--- src/rtl/systolic_result_collector_pkg.sv ---
// -----------------------------------------------------------------------------
// systolic_result_collector_pkg
// Shared constants and helpers for the systolic array drain path:
//   - requantization shift and output clamp limits
//   - parameter consistency check
//   - column field layout of the packed down-going PSUM bus
// No ports (package).
// -----------------------------------------------------------------------------
package systolic_result_collector_pkg;

   // Default geometry of the array drain.
   localparam int DEF_PE_NUMBER           = 4;
   localparam int DEF_PSUM_WIDTH          = 32;
   localparam int DEF_PSUM_FRACTIONAL     = 24;
   localparam int DEF_OUT_WIDTH           = 16;
   localparam int DEF_OUT_FRACTIONAL      = 12;

   // Right shift that moves a PSUM onto the output fixed-point grid.
   function automatic int calc_shift(input int psum_frac, input int out_frac);
      return psum_frac - out_frac;
   endfunction

   // Largest representable output value.
   function automatic longint out_max(input int out_width, input bit is_unsigned);
      return is_unsigned ? ((longint'(1) << out_width) - 1)
                         : ((longint'(1) << (out_width - 1)) - 1);
   endfunction

   // Smallest representable output value.
   function automatic longint out_min(input int out_width, input bit is_unsigned);
      return is_unsigned ? longint'(0) : -(longint'(1) << (out_width - 1));
   endfunction

   // The rounding datapath is PSUM_WIDTH+1 bits wide, so the output must not
   // be wider than the PSUM and the output cannot carry more fraction bits.
   function automatic bit widths_ok(input int pe_number, input int psum_width,
                                    input int psum_frac, input int out_width,
                                    input int out_frac);
      return (pe_number >= 1) && (out_width >= 1) && (out_width <= psum_width) &&
             (out_frac <= psum_frac) && (out_width < 63);
   endfunction

   // Column c of the packed input bus starts at this bit.
   function automatic int col_lsb(input int col, input int psum_width);
      return col * psum_width;
   endfunction

endpackage : systolic_result_collector_pkg

--- src/rtl/psum_requantizer.sv ---
// -----------------------------------------------------------------------------
// psum_requantizer
// Combinational requantizer: round-half-up, shift to the output fraction,
// clamp to the output range.
//   psum_i  in  PSUM_WIDTH  partial sum (signed unless IS_UNSIGNED)
//   data_o  out OUT_WIDTH   requantized, saturated value
//   sat_o   out 1           clamp engaged for this value
// -----------------------------------------------------------------------------
module psum_requantizer
   import systolic_result_collector_pkg::*;
#(
   parameter int PSUM_WIDTH           = DEF_PSUM_WIDTH,
   parameter int PSUM_FRACTIONAL_BITS = DEF_PSUM_FRACTIONAL,
   parameter int OUT_WIDTH            = DEF_OUT_WIDTH,
   parameter int OUT_FRACTIONAL_BITS  = DEF_OUT_FRACTIONAL,
   parameter bit IS_UNSIGNED          = 1'b0
) (
   input  logic [PSUM_WIDTH-1:0] psum_i,
   output logic [OUT_WIDTH-1:0]  data_o,
   output logic                  sat_o
);

   // One guard bit above the PSUM keeps the rounding add from wrapping.
   localparam int W       = PSUM_WIDTH + 1;
   localparam int SHIFT   = calc_shift(PSUM_FRACTIONAL_BITS, OUT_FRACTIONAL_BITS);
   localparam int RND_POS = (SHIFT > 0) ? SHIFT - 1 : 0;
   localparam logic [W-1:0] RND    = (SHIFT > 0) ? (W'(1) << RND_POS) : '0;
   localparam logic [W-1:0] LIM_HI = W'(out_max(OUT_WIDTH, IS_UNSIGNED));
   localparam logic [W-1:0] LIM_LO = W'(out_min(OUT_WIDTH, IS_UNSIGNED));

   logic [W-1:0] ext;
   logic [W-1:0] sum;
   logic [W-1:0] shifted;

   // NOTE: every output of a combinational block gets a default first, so no
   // path through the if/else leaves a value unassigned and infers a latch.
   always_comb begin
      ext     = IS_UNSIGNED ? {1'b0, psum_i} : {psum_i[PSUM_WIDTH-1], psum_i};
      sum     = ext + RND;
      shifted = sum >> SHIFT;
      data_o  = shifted[OUT_WIDTH-1:0];
      sat_o   = 1'b0;

      if (IS_UNSIGNED) begin
         if (shifted > LIM_HI) begin
            data_o = LIM_HI[OUT_WIDTH-1:0];
            sat_o  = 1'b1;
         end
      end else begin
         // Separate statement keeps the shift arithmetic (signedness of the
         // right-hand side is not influenced by the target).
         shifted = $signed(sum) >>> SHIFT;
         data_o  = shifted[OUT_WIDTH-1:0];
         if ($signed(shifted) > $signed(LIM_HI)) begin
            data_o = LIM_HI[OUT_WIDTH-1:0];
            sat_o  = 1'b1;
         end else if ($signed(shifted) < $signed(LIM_LO)) begin
            data_o = LIM_LO[OUT_WIDTH-1:0];
            sat_o  = 1'b1;
         end
      end
   end

endmodule : psum_requantizer

--- src/rtl/systolic_result_collector.sv ---
// -----------------------------------------------------------------------------
// systolic_result_collector
// Drain end of the systolic array. Serializes the PE_NUMBER_I column streams
// column-interleaved (c0, c1, ..., cN-1, c0, ...) into one AXI-Stream,
// requantizing every PSUM, and checks that all columns frame with aligned tlast.
//   clk, rst                 clock, asynchronous active-low reset
//   s_axis_d_tdata/tvalid/tready/tlast  per-column input streams
//   m_axis_tdata/tvalid/tready/tlast    serialized, requantized output
//   err_unalligned_data      sticky: a column's tlast disagreed with column 0
//   err_saturation           one-cycle pulse when a saturated beat is presented
// -----------------------------------------------------------------------------
module systolic_result_collector
   import systolic_result_collector_pkg::*;
#(
   parameter int PE_NUMBER_I          = DEF_PE_NUMBER,
   parameter int PSUM_WIDTH           = DEF_PSUM_WIDTH,
   parameter int PSUM_FRACTIONAL_BITS = DEF_PSUM_FRACTIONAL,
   parameter int OUT_WIDTH            = DEF_OUT_WIDTH,
   parameter int OUT_FRACTIONAL_BITS  = DEF_OUT_FRACTIONAL,
   parameter bit IS_UNSIGNED          = 1'b0
) (
   input  logic                              clk,
   input  logic                              rst,
   input  logic [PE_NUMBER_I*PSUM_WIDTH-1:0] s_axis_d_tdata,
   input  logic [PE_NUMBER_I-1:0]            s_axis_d_tvalid,
   output logic [PE_NUMBER_I-1:0]            s_axis_d_tready,
   input  logic [PE_NUMBER_I-1:0]            s_axis_d_tlast,
   output logic [OUT_WIDTH-1:0]              m_axis_tdata,
   output logic                              m_axis_tvalid,
   input  logic                              m_axis_tready,
   output logic                              m_axis_tlast,
   output logic                              err_unalligned_data,
   output logic                              err_saturation
);

   localparam int SEL_W = (PE_NUMBER_I > 1) ? $clog2(PE_NUMBER_I) : 1;
   localparam logic [SEL_W-1:0] LAST_COL = SEL_W'(PE_NUMBER_I - 1);

   generate
      if (!widths_ok(PE_NUMBER_I, PSUM_WIDTH, PSUM_FRACTIONAL_BITS,
                     OUT_WIDTH, OUT_FRACTIONAL_BITS)) begin : g_bad_params
         $error("systolic_result_collector: inconsistent width parameters");
      end
   endgenerate

   logic [SEL_W-1:0]     sel_q, sel_d;
   logic                 run_q;           // low until the first edge after reset
   logic                 round_last_q;
   logic                 err_unal_q;
   logic                 err_sat_q;
   logic                 m_tvalid_q;
   logic                 m_tlast_q;
   logic [OUT_WIDTH-1:0] m_tdata_q;

   logic                  take;           // output register can load this cycle
   logic                  accept;
   logic                  valid_sel;
   logic                  tlast_sel;
   logic [PSUM_WIDTH-1:0] psum_sel;
   logic [OUT_WIDTH-1:0]  q_data;
   logic                  q_sat;

   // Column mux and ready steering: only the selected column sees ready.
   always_comb begin
      take            = run_q & (~m_tvalid_q | m_axis_tready);
      s_axis_d_tready = '0;
      psum_sel        = '0;
      valid_sel       = 1'b0;
      tlast_sel       = 1'b0;
      for (int c = 0; c < PE_NUMBER_I; c++) begin
         if (sel_q == SEL_W'(c)) begin
            s_axis_d_tready[c] = take;
            psum_sel           = s_axis_d_tdata[col_lsb(c, PSUM_WIDTH) +: PSUM_WIDTH];
            valid_sel          = s_axis_d_tvalid[c];
            tlast_sel          = s_axis_d_tlast[c];
         end
      end
      accept = valid_sel & take;
      sel_d  = (sel_q == LAST_COL) ? '0 : sel_q + 1'b1;
   end

   psum_requantizer #(
      .PSUM_WIDTH           (PSUM_WIDTH),
      .PSUM_FRACTIONAL_BITS (PSUM_FRACTIONAL_BITS),
      .OUT_WIDTH            (OUT_WIDTH),
      .OUT_FRACTIONAL_BITS  (OUT_FRACTIONAL_BITS),
      .IS_UNSIGNED          (IS_UNSIGNED)
   ) u_requant (
      .psum_i (psum_sel),
      .data_o (q_data),
      .sat_o  (q_sat)
   );

   // NOTE: sequential state uses non-blocking assignments so every register
   // samples pre-edge values, independent of statement order.
   always_ff @(posedge clk or negedge rst) begin
      if (!rst) begin
         sel_q        <= '0;
         run_q        <= 1'b0;
         round_last_q <= 1'b0;
         err_unal_q   <= 1'b0;
         err_sat_q    <= 1'b0;
         m_tvalid_q   <= 1'b0;
         m_tlast_q    <= 1'b0;
         m_tdata_q    <= '0;
      end else begin
         run_q     <= 1'b1;
         err_sat_q <= 1'b0;        // pulse only on the cycle a beat is loaded
         if (accept) begin
            m_tvalid_q <= 1'b1;
            m_tdata_q  <= q_data;
            m_tlast_q  <= (sel_q == LAST_COL) & tlast_sel;
            err_sat_q  <= q_sat;
            sel_q      <= sel_d;
            // Column 0 sets the round's framing; the rest must agree with it.
            if (sel_q == '0) begin
               round_last_q <= tlast_sel;
            end else if (tlast_sel != round_last_q) begin
               err_unal_q <= 1'b1;
            end
         end else if (m_axis_tready) begin
            m_tvalid_q <= 1'b0;
         end
      end
   end

   assign m_axis_tdata        = m_tdata_q;
   assign m_axis_tvalid       = m_tvalid_q;
   assign m_axis_tlast        = m_tlast_q;
   assign err_unalligned_data = err_unal_q;
   assign err_saturation      = err_sat_q;

endmodule : systolic_result_collector

--- config.mk ---
export PLATFORM = sky130hd
export DESIGN_NAME = systolic_result_collector
export DESIGN_NICKNAME = d
export VERILOG_FILES = /design/src/rtl/systolic_result_collector_pkg.sv /design/src/rtl/psum_requantizer.sv /design/src/rtl/systolic_result_collector.sv
export SDC_FILE = /design/constraint.sdc
export NUM_CORES = 1
export LEC_CHECK = 0
export ABC_CLOCK_PERIOD_IN_PS = 3550
export BUFFER_PORTS_ARGS = -buffer_cell sky130_fd_sc_hd__buf_2
export CAP_MARGIN = 20
export CORE_MARGIN = 5
export CORE_UTILIZATION = 38
export DETAILED_ROUTE_END_ITERATION = 6
export PLACE_DENSITY_LB_ADDON = 0.05
export SLEW_MARGIN = 20
export SYNTH_ARGS = -nofsm -noshare
export SYNTH_HDL_FRONTEND = slang
export SYNTH_SLANG_ARGS = --single-unit
export TNS_END_PERCENT = 10
--- constraint.sdc ---
create_clock -name clk -period 3.55 [get_ports clk]
set_input_delay 0.355 -clock clk [delete_from_list [all_inputs] [get_ports clk]]
set_output_delay 0.355 -clock clk [all_outputs]
set_load 0.01 [all_outputs]
After elaboration in Yosys (flattened, before gate mapping) --
Cells that the tools add are included.
Storage, ports and cells: output and inout bits 24, logic and storage cells 50, input bits 139, register bits 24
Cells by class: equality and inequality tests 4, reductions and logical operators 4, bitwise operators 6, $lt $le $gt $ge 2, muxes and demuxes 24, $add $sub $neg 2
Operators by type and width (number):
- 2-to-1 mux 32 bit | 4
- adder 32 x 13 -> 33 bit (second input constant) | 1
- 2-to-1 mux 16 bit | 2
- > comparator 21 x 16 -> 1 bit (second input constant) | 1
- less-than comparator 21 x 16 -> 1 bit (second input constant) | 1
- 2-to-1 mux 1 bit | 17
- == test 2 bit (second input constant) | 2
- bitwise AND 1 bit | 3
- AND reduction 3 bit | 1
- adder 2 x 1 -> 2 bit (second input constant) | 1
- == test 2 x 1 -> 1 bit (second input constant) | 1
- logical NOT 2 bit | 1
- 2-to-1 mux 2 bit | 1
- NOT 1 bit | 2
- AND reduction 2 bit | 1
- nonzero test 2 bit | 1
- != test 1 bit | 1
- bitwise OR 1 bit | 1

Logic depth before layout (Yosys ltp) --
depth in word-level cells 10, mapped depth 18, depth with buffers taken out 14

By module --
Synthesis repeated with hierarchy kept, for this count alone.
Unflattened totals: cell total of the unflattened synthesis 356, area total of the unflattened synthesis 2892.8 um2
By module, submodules not included:
- systolic_result_collector | cells each 232, area an instance 2113.3 um2, sequential area each 600.6 um2, instances 1
- psum_requantizer | cells each 124, area an instance 779.5 um2, sequential area each 0.0 um2, instances 1

Least setup slack after synthesis --
No wires, ideal clock.
path type flip-flop to flip-flop, start point reg sel_q[0], end point reg m_tdata_q[13], in the netlist m_axis_tdata[13], data required time 3.423 ns, setup slack 0.050 ns, period minus slack after synthesis 3.500 ns, setup time 0.127 ns, stages on the path, launching flop included 19, arrival time 3.374 ns, cell sequence dfrtp_1 inv_1 ha_1 buf_4 or2_1 buf_4 buf_6 a21oi_1 a21oi_2 ha_1 inv_1 or3_1 or2_1 nor4_4 nor4b_1 o31ai_1 a21oi_4 buf_4 a211oi_2
On the way: word-level cells in the longest chain between the ends 9
Ends and longest elaborated chain:
- from (decl) | RTL line systolic_result_collector.sv:46 | logic [SEL_W-1:0] sel_q, sel_d;
- from (signal assigned) | RTL line systolic_result_collector.sv:114 | sel_q <= sel_d;
- logical NOT 2 bit | RTL line systolic_result_collector.sv:71 | if (sel_q == SEL_W'(c)) begin
- 2-to-1 mux 32 bit (4 in a row) | RTL line systolic_result_collector.sv:71
- adder 32 x 13 -> 33 bit | RTL line psum_requantizer.sv:39 | sum = ext + RND;
- less-than comparator 21 x 16 -> 1 bit | RTL line psum_requantizer.sv:57 | end else if ($signed(shifted) < $signed(LIM_LO)) begin
- 2-to-1 mux 16 bit | RTL line psum_requantizer.sv:57
- 2-to-1 mux 16 bit | RTL line psum_requantizer.sv:54 | if ($signed(shifted) > $signed(LIM_HI)) begin
- to (signal assigned) | RTL line systolic_result_collector.sv:111 | m_tdata_q <= q_data;
- to (decl) | RTL line systolic_result_collector.sv:53 | logic [OUT_WIDTH-1:0] m_tdata_q;
Several ways; a longest one is shown, not always the timed one. A chain may end at the register's enable or synchronous reset.

Worst setup path in the final report --
start point reg sel_q[0], end point reg m_tdata_q[0], in the netlist m_axis_tdata[0]
Same word-level chain as after synthesis.

==> results.cfg <==
[floorplanning]
dieArea_sq_um = 7733
die_h_um = 87.94
die_width_um = 87.94
start_util_pct = 38.99
ios = 163
core.rowCount = 28
core_sq_um = 5921

[worst_hold_path]
hp-class = in -> async

[clocking]
cts_sinks = 24
clk_latency_ns = 0.27
cts_tree = done
cts_max_path_buffers = 2
cts_buffers = 3
clk_pin_slew_ns = 0.09
hold_buffers = 0
root_buffer = clkbuf_8
htreeDepth = 1

[routing]
firstDrtPassIters = 4
route.vias.total = 2540
drtIter0Drc = 115
postRouteAntennaNets = 0
viasPerCell = 5.216
drc_errors = 0
wl_um = 7537
wl_per_cell_um = 15.48

[power]
leakagePower_nw = 1.417
ir_worst_vdd_mv = 0.3782
p_per_area_nw_per_um2 = 974.5

[synth]
synth_top_cell_by_area = dfrtp_1
yosysWarnings = 0
ys_top_cells_by_area = dfrtp_1, nand2_1, nor2_1
synthFlopType = dfrtp_1
synth.top_cells.by_count = nand2_1, nor2_1, dfrtp_1, o21ai_0, a21oi_1
syn_inst = 288
async_flop_share_pct = 100.0
synth-edff-count = 0
ys_seq_elements = 24
synth-seq-area-share_pct = 26.02
netlist.area_leader.share_pct = 26.02
syn_area_per_cell_sq_um = 8.016
syn_area_sq_um = 2308
synth_cell_type_count = 52
synth_fp_nets = 432

[final_layout]
final_cells = 487
num-nets-final = 557
drive_above_1_share_pct = 45.39
diodes = 0
synthToLayoutAreaGrowth_pct = 36.80

[job]
cap_violations = 0

[placement]
dp_hpwl_um = 5993
io_buffers = 118
placedCellCount = 481
place_congestion = 0.8894

[critical_path]
cp.arrival_ns = 3.49
rr_endpoint = m_axis_tdata[0]
r2r_start = sel_q[0]
critPathLaunchType = register
cp.required_ns = 3.71
worstPathMaxFanout = 12
crit_chain = inv_1 > ha_2 > or2_4 > a21oi_1 > a21oi_2 > ha_1 > inv_1 > or3_1 > or2_4 > nor4_4 > buf_4 > mux2i_1 > o211ai_2 > nor2_2 > buf_12 > a211oi_1
r2r_slack_ns = 0.23
crit_family = simple AND/OR/NAND/NOR gates
path_buf_inv = 4
cp_slowest_cell = dfrtp_1
crit_type = reg -> reg
max_stage_delay_ns = 0.43
r2r_cells = 16
end_kind = register

[grt]
grt_pass1_vias = 2490
top_usage_layer = met2
grt_usage_pct = 18.94
grt_util_met1_pct = 24.22
antenna_found_initial = 1
overflow = 0
grt_max_degree = 25
gr-usage-met3_pct = 4.139
grt.met2_usage_pct = 31.71
grt_pass1_wl_um = 11460

[timing]
tightest_slew_ns = 0.6254
slew_headroom_pct = 58.31
fmax_mhz = 300.9
fin_crit_sh_pct = 93.63
setup_viol = 0
fin_skew_ns = 0.002324
fin_crit_ns = 3.324
setup_tns_ns = 0
maxSlewViolCount = 0
finalHoldViolCount = 0

[run_status]
status = complete, no violations
-- area by class of cell --
cell class                      count  area [sq um]
Fill cell                         594          2763
Multi-Input combinational cell    235          1570
Timing Repair Buffer              141         808.3
Sequential cell                    24         600.6
Tap cell                           75         93.84
Clock buffer                        4         55.05
Inverter                            8         30.03
-- through the flow --
stage | worst slack [ns] | cell area, sq um | total power [W] | util [%] | hold WS (ns)
2_1_floorplan | 0.04950 | 2308 | 0.002146 | - | 0.05941
3_5_place_dp | 0.05200 | 3034 | 0.002781 | 51.25 | 0.3844
6_report | 0.2261 | 3158 | 0.003078 | 53.34 | 0.05440
3_3_place_gp | 0.06364 | 3034 | 0.002765 | 51.25 | 0.3764
4_1_cts | 0.01318 | 3089 | 0.002995 | 52.18 | 0.08088
5_1_grt | -0.01009 | 3158 | 0.003370 | 53.34 | 0.1106
-- kinds of logic after synthesis --
group           share of synthesized area [%]
compound gates                          31.65
xor+xnor                                4.553
fa+ha+maj                               2.710
buf+inv                                 7.425
flops                                   26.02
mux                                    0.9214
other cells                            0.1624
simple gates                            26.56
-- per-layer routing --
layer	vias to the layer above	wire, um
met5	-	13
met4	2	129
met3	13	452
met2	74	3604
met1	1149	3336
li1	1302	-
-- worst max-delay path by stage --
stage / slack, ns / start / depth (start not counted) / end
after global placement: 0.06 / sel_q[0] / 15 / m_axis_tdata[14]
final: 0.23 / sel_q[0] / 16 / m_axis_tdata[0]
after floorplan: 0.05 / sel_q[0] / 18 / m_axis_tdata[13]
after detailed placement: 0.05 / sel_q[0] / 15 / m_axis_tdata[0]
after CTS: 0.01 / sel_q[0] / 15 / m_axis_tdata[0]
after global routing: -0.01 / sel_q[1] / 15 / m_axis_tdata[0]
-- power by group --
part           internal, W  leakage [nW]  switching, W
logic              0.00103          1.12       0.00139
clock network    0.0000993        0.0288     0.0000967
registers         0.000402         0.272     0.0000642
-- placed cells by master (no fill, tap or decap), types with 2 or more instances in the layout --
cell and instances:
a21oi_2 3, nand3b_1 4, nor2_2 5, ha_1 3
a211oi_1 9, a21oi_1 17, nand3_1 3, buf_4 18
inv_1 7, o22ai_1 10, buf_2 118, or2_4 2
and3_1 5, nand4_1 4, or3_1 4, xor2_1 3
xnor2_1 9, nor2b_1 9, nand2b_1 4, o221ai_1 4
a31o_2 2, nor3_1 2, dfrtp_1 24, buf_12 3
ha_2 2, nand2_1 34, a211oi_2 10, o21ai_0 19
clkbuf_8 4, buf_6 2, nor2_1 34, a221oi_1 7
o221a_2 7
-- flip-flops by register name (all words and copies together) (netlist names) --
name                 count
m_axis_tdata            16
sel_q                    2
m_axis_tvalid            1
run_q                    1
round_last_q             1
err_saturation           1
err_unalligned_data      1
m_axis_tlast             1
-- what timing repair did --
action,CTS,global route
resized for setup,0,13
buffers inserted,0,2
setup endpoints to repair,0,16
hold endpoints to repair,0,0
(Power assumes the default switching activity.)
